### src/rtl/uart_tx_arbiter.sv
// Round-robin, message-granular arbiter sharing one UART TX byte port
// between several valid/ready byte streams, with a registered output slot.
module uart_tx_arbiter #(
  parameter  int REQUESTERS   = 2,
  parameter  int MAX_BURST    = 64,
  parameter  int IDLE_TIMEOUT = 1024,
  localparam int IW = (REQUESTERS > 1) ? $clog2(REQUESTERS) : 1
) (
  input  logic                    clk_i,
  input  logic                    reset_n_i,
  input  logic [REQUESTERS-1:0]   req_valid_i,
  input  logic [8*REQUESTERS-1:0] req_data_i,
  input  logic [REQUESTERS-1:0]   req_last_i,
  output logic [REQUESTERS-1:0]   req_ready_o,
  output logic [7:0]              tx_data_o,
  output logic                    tx_valid_o,
  input  logic                    tx_ready_i,
  output logic                    grant_valid_o,
  output logic [IW-1:0]           grant_id_o
);

  localparam int BW = $clog2(MAX_BURST + 1);
  localparam int TW = $clog2(IDLE_TIMEOUT + 1);
  localparam logic [BW-1:0] BURST_END = BW'(MAX_BURST - 1);
  localparam logic [TW-1:0] IDLE_END  = TW'(IDLE_TIMEOUT - 1);

  typedef enum logic {IDLE, GRANT} state_t;

  state_t        state;
  logic [IW-1:0] last_grant;
  logic [BW-1:0] burst_cnt;
  logic [TW-1:0] idle_cnt;
  logic          slot_free;
  logic          own_valid;
  logic          own_last;
  logic [7:0]    own_data;
  logic          accept;
  logic          found;
  logic [IW-1:0] winner;

  assign slot_free = !tx_valid_o || tx_ready_i;
  assign accept    = (state == GRANT) && slot_free && own_valid;

  always_comb begin
    own_valid   = 1'b0;
    own_last    = 1'b0;
    own_data    = 8'h00;
    req_ready_o = '0;
    for (int k = 0; k < REQUESTERS; k++) begin
      if (grant_id_o == IW'(k)) begin
        own_valid      = req_valid_i[k];
        own_last       = req_last_i[k];
        own_data       = req_data_i[8*k +: 8];
        req_ready_o[k] = (state == GRANT) && slot_free;
      end
    end
  end

  // Scan starts just after the previous owner so every port gets a turn.
  always_comb begin
    int idx;
    found  = 1'b0;
    winner = '0;
    idx    = 0;
    for (int i = 1; i <= REQUESTERS; i++) begin
      idx = int'(last_grant) + i;
      if (idx >= REQUESTERS) idx = idx - REQUESTERS;
      if (!found && req_valid_i[idx]) begin
        found  = 1'b1;
        winner = IW'(idx);
      end
    end
  end

  always_ff @(posedge clk_i or negedge reset_n_i) begin
    if (!reset_n_i) begin
      state         <= IDLE;
      tx_valid_o    <= 1'b0;
      tx_data_o     <= 8'h00;
      grant_valid_o <= 1'b0;
      grant_id_o    <= '0;
      last_grant    <= IW'(REQUESTERS - 1);
      burst_cnt     <= '0;
      idle_cnt      <= '0;
    end else begin
      if (accept) begin
        tx_data_o  <= own_data;
        tx_valid_o <= 1'b1;
      end else if (tx_ready_i) begin
        tx_valid_o <= 1'b0;
      end
      unique case (state)
        IDLE: begin
          if (found) begin
            state         <= GRANT;
            grant_id_o    <= winner;
            grant_valid_o <= 1'b1;
            burst_cnt     <= '0;
            idle_cnt      <= '0;
          end
        end
        GRANT: begin
          if (accept) begin
            burst_cnt <= burst_cnt + BW'(1);
            idle_cnt  <= '0;
            if (own_last || burst_cnt == BURST_END) begin
              state         <= IDLE;
              grant_valid_o <= 1'b0;
              last_grant    <= grant_id_o;
            end
          end else if (!own_valid) begin
            if (idle_cnt == IDLE_END) begin
              state         <= IDLE;
              grant_valid_o <= 1'b0;
              last_grant    <= grant_id_o;
            end else begin
              idle_cnt <= idle_cnt + TW'(1);
            end
          end
        end
      endcase
    end
  end

endmodule

### config.mk
export PLATFORM = sky130hd
export DESIGN_NAME = uart_tx_arbiter
export DESIGN_NICKNAME = d
export VERILOG_FILES = /design/src/rtl/uart_tx_arbiter.sv
export SDC_FILE = /design/constraint.sdc
export NUM_CORES = 1
export LEC_CHECK = 0
export ABC_AREA = 1
export BUFFER_PORTS_ARGS = -buffer_cell sky130_fd_sc_hd__clkbuf_2
export CORE_AREA = 2 2 66 68
export CTS_CLUSTER_SIZE = 8
export DETAILED_ROUTE_END_ITERATION = 7
export DIE_AREA = 0 0 68 70
export GPL_TIMING_DRIVEN = 0
export PLACE_DENSITY = 0.66
export SYNTH_ARGS = -nofsm -noshare
export SYNTH_HDL_FRONTEND = slang
export SYNTH_SLANG_ARGS = --single-unit
### constraint.sdc
create_clock -name clk_i -period 2.2 [get_ports clk_i]
set_input_delay 0.11 -clock clk_i [delete_from_list [all_inputs] [get_ports clk_i]]
set_output_delay 0.11 -clock clk_i [all_outputs]
set_load 0.01 [all_outputs]
# Word level (Yosys, flattened, before mapping)
# Cells that the tools add are included.
totals:
  regBits: 31
  inputBits: 23
  output_inout_bits: 13
  wordCells: 86
classes:
  n_addsub: 6
  n_lt_le_gt_ge: 4
  eq_ne: 10
  n_mux: 43
  bitwise_logic: 1
  n_reduce_logical: 14
ops:
  columns: ["op", "n"]
  rows:
  - ["$lt A32 B3 Y1 const B", 2]
  - ["$mux W32", 2]
  - ["$mux W11", 4]
  - ["$mux W1", 30]
  - ["$pmux W11 S2", 1]
  - ["$mux W7", 2]
  - ["$pmux W7 S2", 1]
  - ["$add A11 B1 Y11 const B", 1]
  - ["$eq A11 B10 Y1 const B", 1]
  - ["$mux W8", 1]
  - ["$reduce_and A4 Y1", 2]
  - ["$add A7 B1 Y7 const B", 1]
  - ["$eq A7 B6 Y1 const B", 1]
  - ["$ne A2 B1 Y1 const B", 3]
  - ["$ne A3 B2 Y1 const B", 2]
  - ["$pmux W1 S2", 2]
  - ["$reduce_and A2 Y1", 2]
  - ["$reduce_bool A2 Y1", 2]
  - ["$sub A3 B2 Y4 const B", 1]
  - ["$add A1 B2 Y3 const B", 1]
  - ["$ge A3 B2 Y1 const B", 1]
  - ["$logic_and A1 B1 Y1", 3]
  - ["$ne A3 B1 Y1 const B", 1]
  - ["$ne A3 B3 Y1 const B", 1]
  - ["8 further kinds", 10]

# Longest topological paths before layout
depth:
  ltp_word: 12
  depth_mapped: 10
  depth_no_buf: 10

# Worst setup path after synthesis
# Ideal clock, no wire load.
synth_path:
  path_type: "register -> register"
  startpoint: "register idle_cnt[0]"
  endpoint: "register idle_cnt[5]"
  setup_time_ns: 0.065
  t_arrival_ns: 1.304
  t_required_ns: 2.135
  slack_ns: 0.831
  path_stages_with_launch: 8
  path_buffers: 0
  period_less_slack_ns: 1.369
  path_cell_list: "dfrtp_1 -> ha_1 -> nand3_2 -> nor2_4 -> nand3_4 -> o21ai_4 -> nand2_1 -> nand2_1"
synth_between:
  elab_chain_cells: 5
  elab_cells_between_ends: 8
  classes_between: "add/sub (1); eq/ne (2); mux (4); reduce/logical (1)"
synth_lines:
  columns: ["element", "line_no", "text"]
  rows:
  - ["start, declared", "32", "logic [TW-1:0] idle_cnt;"]
  - ["start signal, assigned", "117", "idle_cnt <= idle_cnt + TW'(1);"]
  - ["$add A11 B1 Y11", "117", null]
  - ["$mux W11", "112", "if (idle_cnt == IDLE_END) begin"]
  - ["$mux W11", "111", "end else if (!own_valid) begin"]
  - ["$mux W11", "103", "if (accept) begin"]
  - ["$pmux W11 S2", "92", "unique case (state)"]
# Several ways; a longest one is shown, not always the timed one. The select of a mux whose other input is x is not followed.
# A chain may end at the register's enable or synchronous reset.

# Worst setup path after layout
# Ends and elaborated chain as after synthesis.

==> impl_metrics.yaml <==
clocking:
  cts_max_level: 2
  clock-root-buffer: "clkbuf_8"
  cts_made_buffers: 5
  cts_resized: 0
  clock_latency_ns: 0.28
  clk_pin_slew_ns: 0.07
  clock-sinks: 31
  cts_tree: "yes"
  clock_path_buffers: 2
logic_synthesis:
  synth_warnings: 0
  synthTopCellsByArea: "dfrtp_1 42%, nand2_1 18%, nand4_1 5.6%"
  netlist_instances: 242
  syn-cell-area_um2: 1780
  synth_cell_type_count: 27
  synth_edf_count: 0
  synth_ff_type: "dfrtp_1"
  synth_nets: 267
  avgSynthCellArea_um2: 7.34
  ys_ff_latch: 31
  ys_top_cells_by_count: "87 x nand2_1, 30 x dfrtp_1, 26 x nor2_1, 23 x inv_1, 16 x nand4_1"
  async_flop_share: 1.00
  ys_seq_area_frac: 0.437
  synth_top_cell_by_area: "dfrtp_1"
  synth_top_area_share: 0.423
  synth_most_common_cell: "nand2_1"
detailed_routing:
  vias: 1688
  drt_wl_total_um: 3850
  firstDrtPassIters: 4
  antenna_left: 0
  drt_first_iter_violations: 67
  wire_per_inst_um: 11.4
  drc_errors: 0
  detail_route.vias_per_cell: 4.99
power_and_ir_drop:
  internal_power_mw: 1.40
  ir_worst_vdd_mv: 0.532
  power_per_cell_area_nw_per_um2: 1170
  power.switching_mw: 1.07
  p_comb_frac: 0.448
  p_leak_nw: 1.13
  swShare: 0.432
  power_frac_clock: 0.191
  p_seq_frac: 0.361
global_routing:
  track_usage: 0.190
  antenna_found_initial: 0
  grt_pass1_wl_um: 6960
  grt_pass1_vias: 1564
  grt_max_degree: 32
  grt_overflow_total: 0
timing:
  finalCritPeriodShare: 0.727
  setup_viol: 0
  fmax_mhz: 625
  relSlewSlack: 0.475
  tightest_slew_ns: 0.788
  finalCriticalPeriod_ns: 1.60
  hold_viol_final: 0
  whs_ns: 0.0577
  rsz0062_at_grt: "false"
  setup_slack_ns: 0.600
  report.final.slew_viol_count: 0
  finClkSkew_ns: 0.00462
  setup_tns_ns: 0
flow_run:
  maxCapViolCount: 0
placed_design:
  gp_congestion: 0.848
  io_buffers: 35
  post-place-ws_ns: 0.610
  place_hpwl_um: 2690
layout:
  syn2layout_area_growth_pct: 19.2
  antenna_cells: 0
  multi_input_area_um2: 863
  drive_above_1_share: 0.206
  fillerInstances: 414
  regArea_um2: 777
  nNetsFinal: 310
  fin_util: 0.511
floorplanning:
  core_area_um2: 4140
  start_util: 0.429
  die_w_um: 68
  io-pin-count: 36
  dieHeight_um: 70
  num_rows: 24
  die_area_um2: 4760
critical_path:
  cp.arrival_ns: 1.83
  crit_fanout: 10
  critPathKind: "register to register"
  critPathLaunchType: "register"
  critPathCaptureType: "register"
  cp.required_ns: 2.43
run_status:
  status: "completed"
hold_path:
  hold_path.class: "input pin to register"
[critical path: stages, from the launching register on]
cell,delay [ns]
dfrtp_1,0.39
ha_1,0.22
nand3_2,0.14
nor2_4,0.19
nand3_4,0.11
o21ai_4,0.31
nand2_1,0.10
nand2_1,0.08
[routing by layer]
layer,vias up,global-route usage,share of wire
met2,44,0.290,0.47
met4,0,0.0667,0.014
met3,5,0.0564,0.049
met1,770,0.253,0.47
met5,-,0,0
li1,869,-,-
[state kept, by name (all words and copies together), names as in the netlist]
signal and flops:
burst_cnt 7, grant_id_o 1, grant_valid_o 1, idle_cnt 11
last_grant 1, state 1, tx_data_o 8, tx_valid_o 1
[area by class of cell]
type | count | area share
buffer | 8 | 0.0201
clock buffer | 7 | 0.0408
clock inverter | 1 | 0.00236
inverter | 25 | 0.0443
multi-input combinational | 178 | 0.408
sequential | 31 | 0.367
tap | 52 | 0.0307
timing repair buffer | 36 | 0.0874
[power groups by stage]
stage	Clock (mW)	Sequential (mW)	Combinational (mW)
floorplan	0	0.927	0.731
global placement	0	0.897	1.11
detailed placement	0	0.900	1.12
CTS	0.488	0.894	1.12
global route	0.519	0.922	1.28
finish	0.472	0.891	1.11
[per-stage QoR]
stage	area [um2]	total power, mW	std cells
6_report	2120	2.47	338
5_1_grt	2120	2.72	338
4_1_cts	2120	2.50	338
3_5_place_dp	2020	2.01	329
3_3_place_gp	2020	2.00	329
2_1_floorplan	1780	1.66	242
[worst paths after layout]
kind | start | endpoint | slack [ns] | depth (start not counted)
worst max-delay path | idle_cnt[0] | idle_cnt[5] | 0.60 | 7
worst min-delay path | req_data_i[10] | tx_data_o[2] | 0.06 | 3
worst max register to register | idle_cnt[0] | idle_cnt[5] | 0.60 | 7
worst min register to register | last_grant | last_grant | 0.48 | 2
max in group asynchronous | reset_n_i | idle_cnt[8] | 1.27 | 2
min in group asynchronous | reset_n_i | idle_cnt[2] | 0.43 | 2
[what timing repair did]
item | in CTS | in global routing
endpoints found under the hold margin | 30 | 0
setup buffers | 0 | 0
hold buffers | 1 | 0
[layout by cell type (no fill, tap or decap), types with 2 or more instances in the layout]
master    count
nand3_1      11
buf_4         2
nand4_1      16
inv_1        23
a31oi_1       8
nand2_1      87
clkbuf_8      6
o21ai_0       7
clkbuf_2     35
nand2_2       2
a21oi_1       4
clkbuf_1      3
xor2_1        3
nor2_1       26
buf_2         4
nand3b_1      3
ha_1          2
dfrtp_1      30
inv_2         2
[cells by family (layout without fill, tap and decap cells)]
family / count (synthesis) / count (layout) / synth area share
fa+ha+maj: 2 / 2 / 0.0141
flops: 31 / 31 / 0.437
simple gates: 150 / 150 / 0.374
compound gates: 22 / 22 / 0.0782
xor+xnor: 4 / 4 / 0.0197
buf+inv: 33 / 77 / 0.0768
No activity file was read; power rests on OpenSTA's default activity.
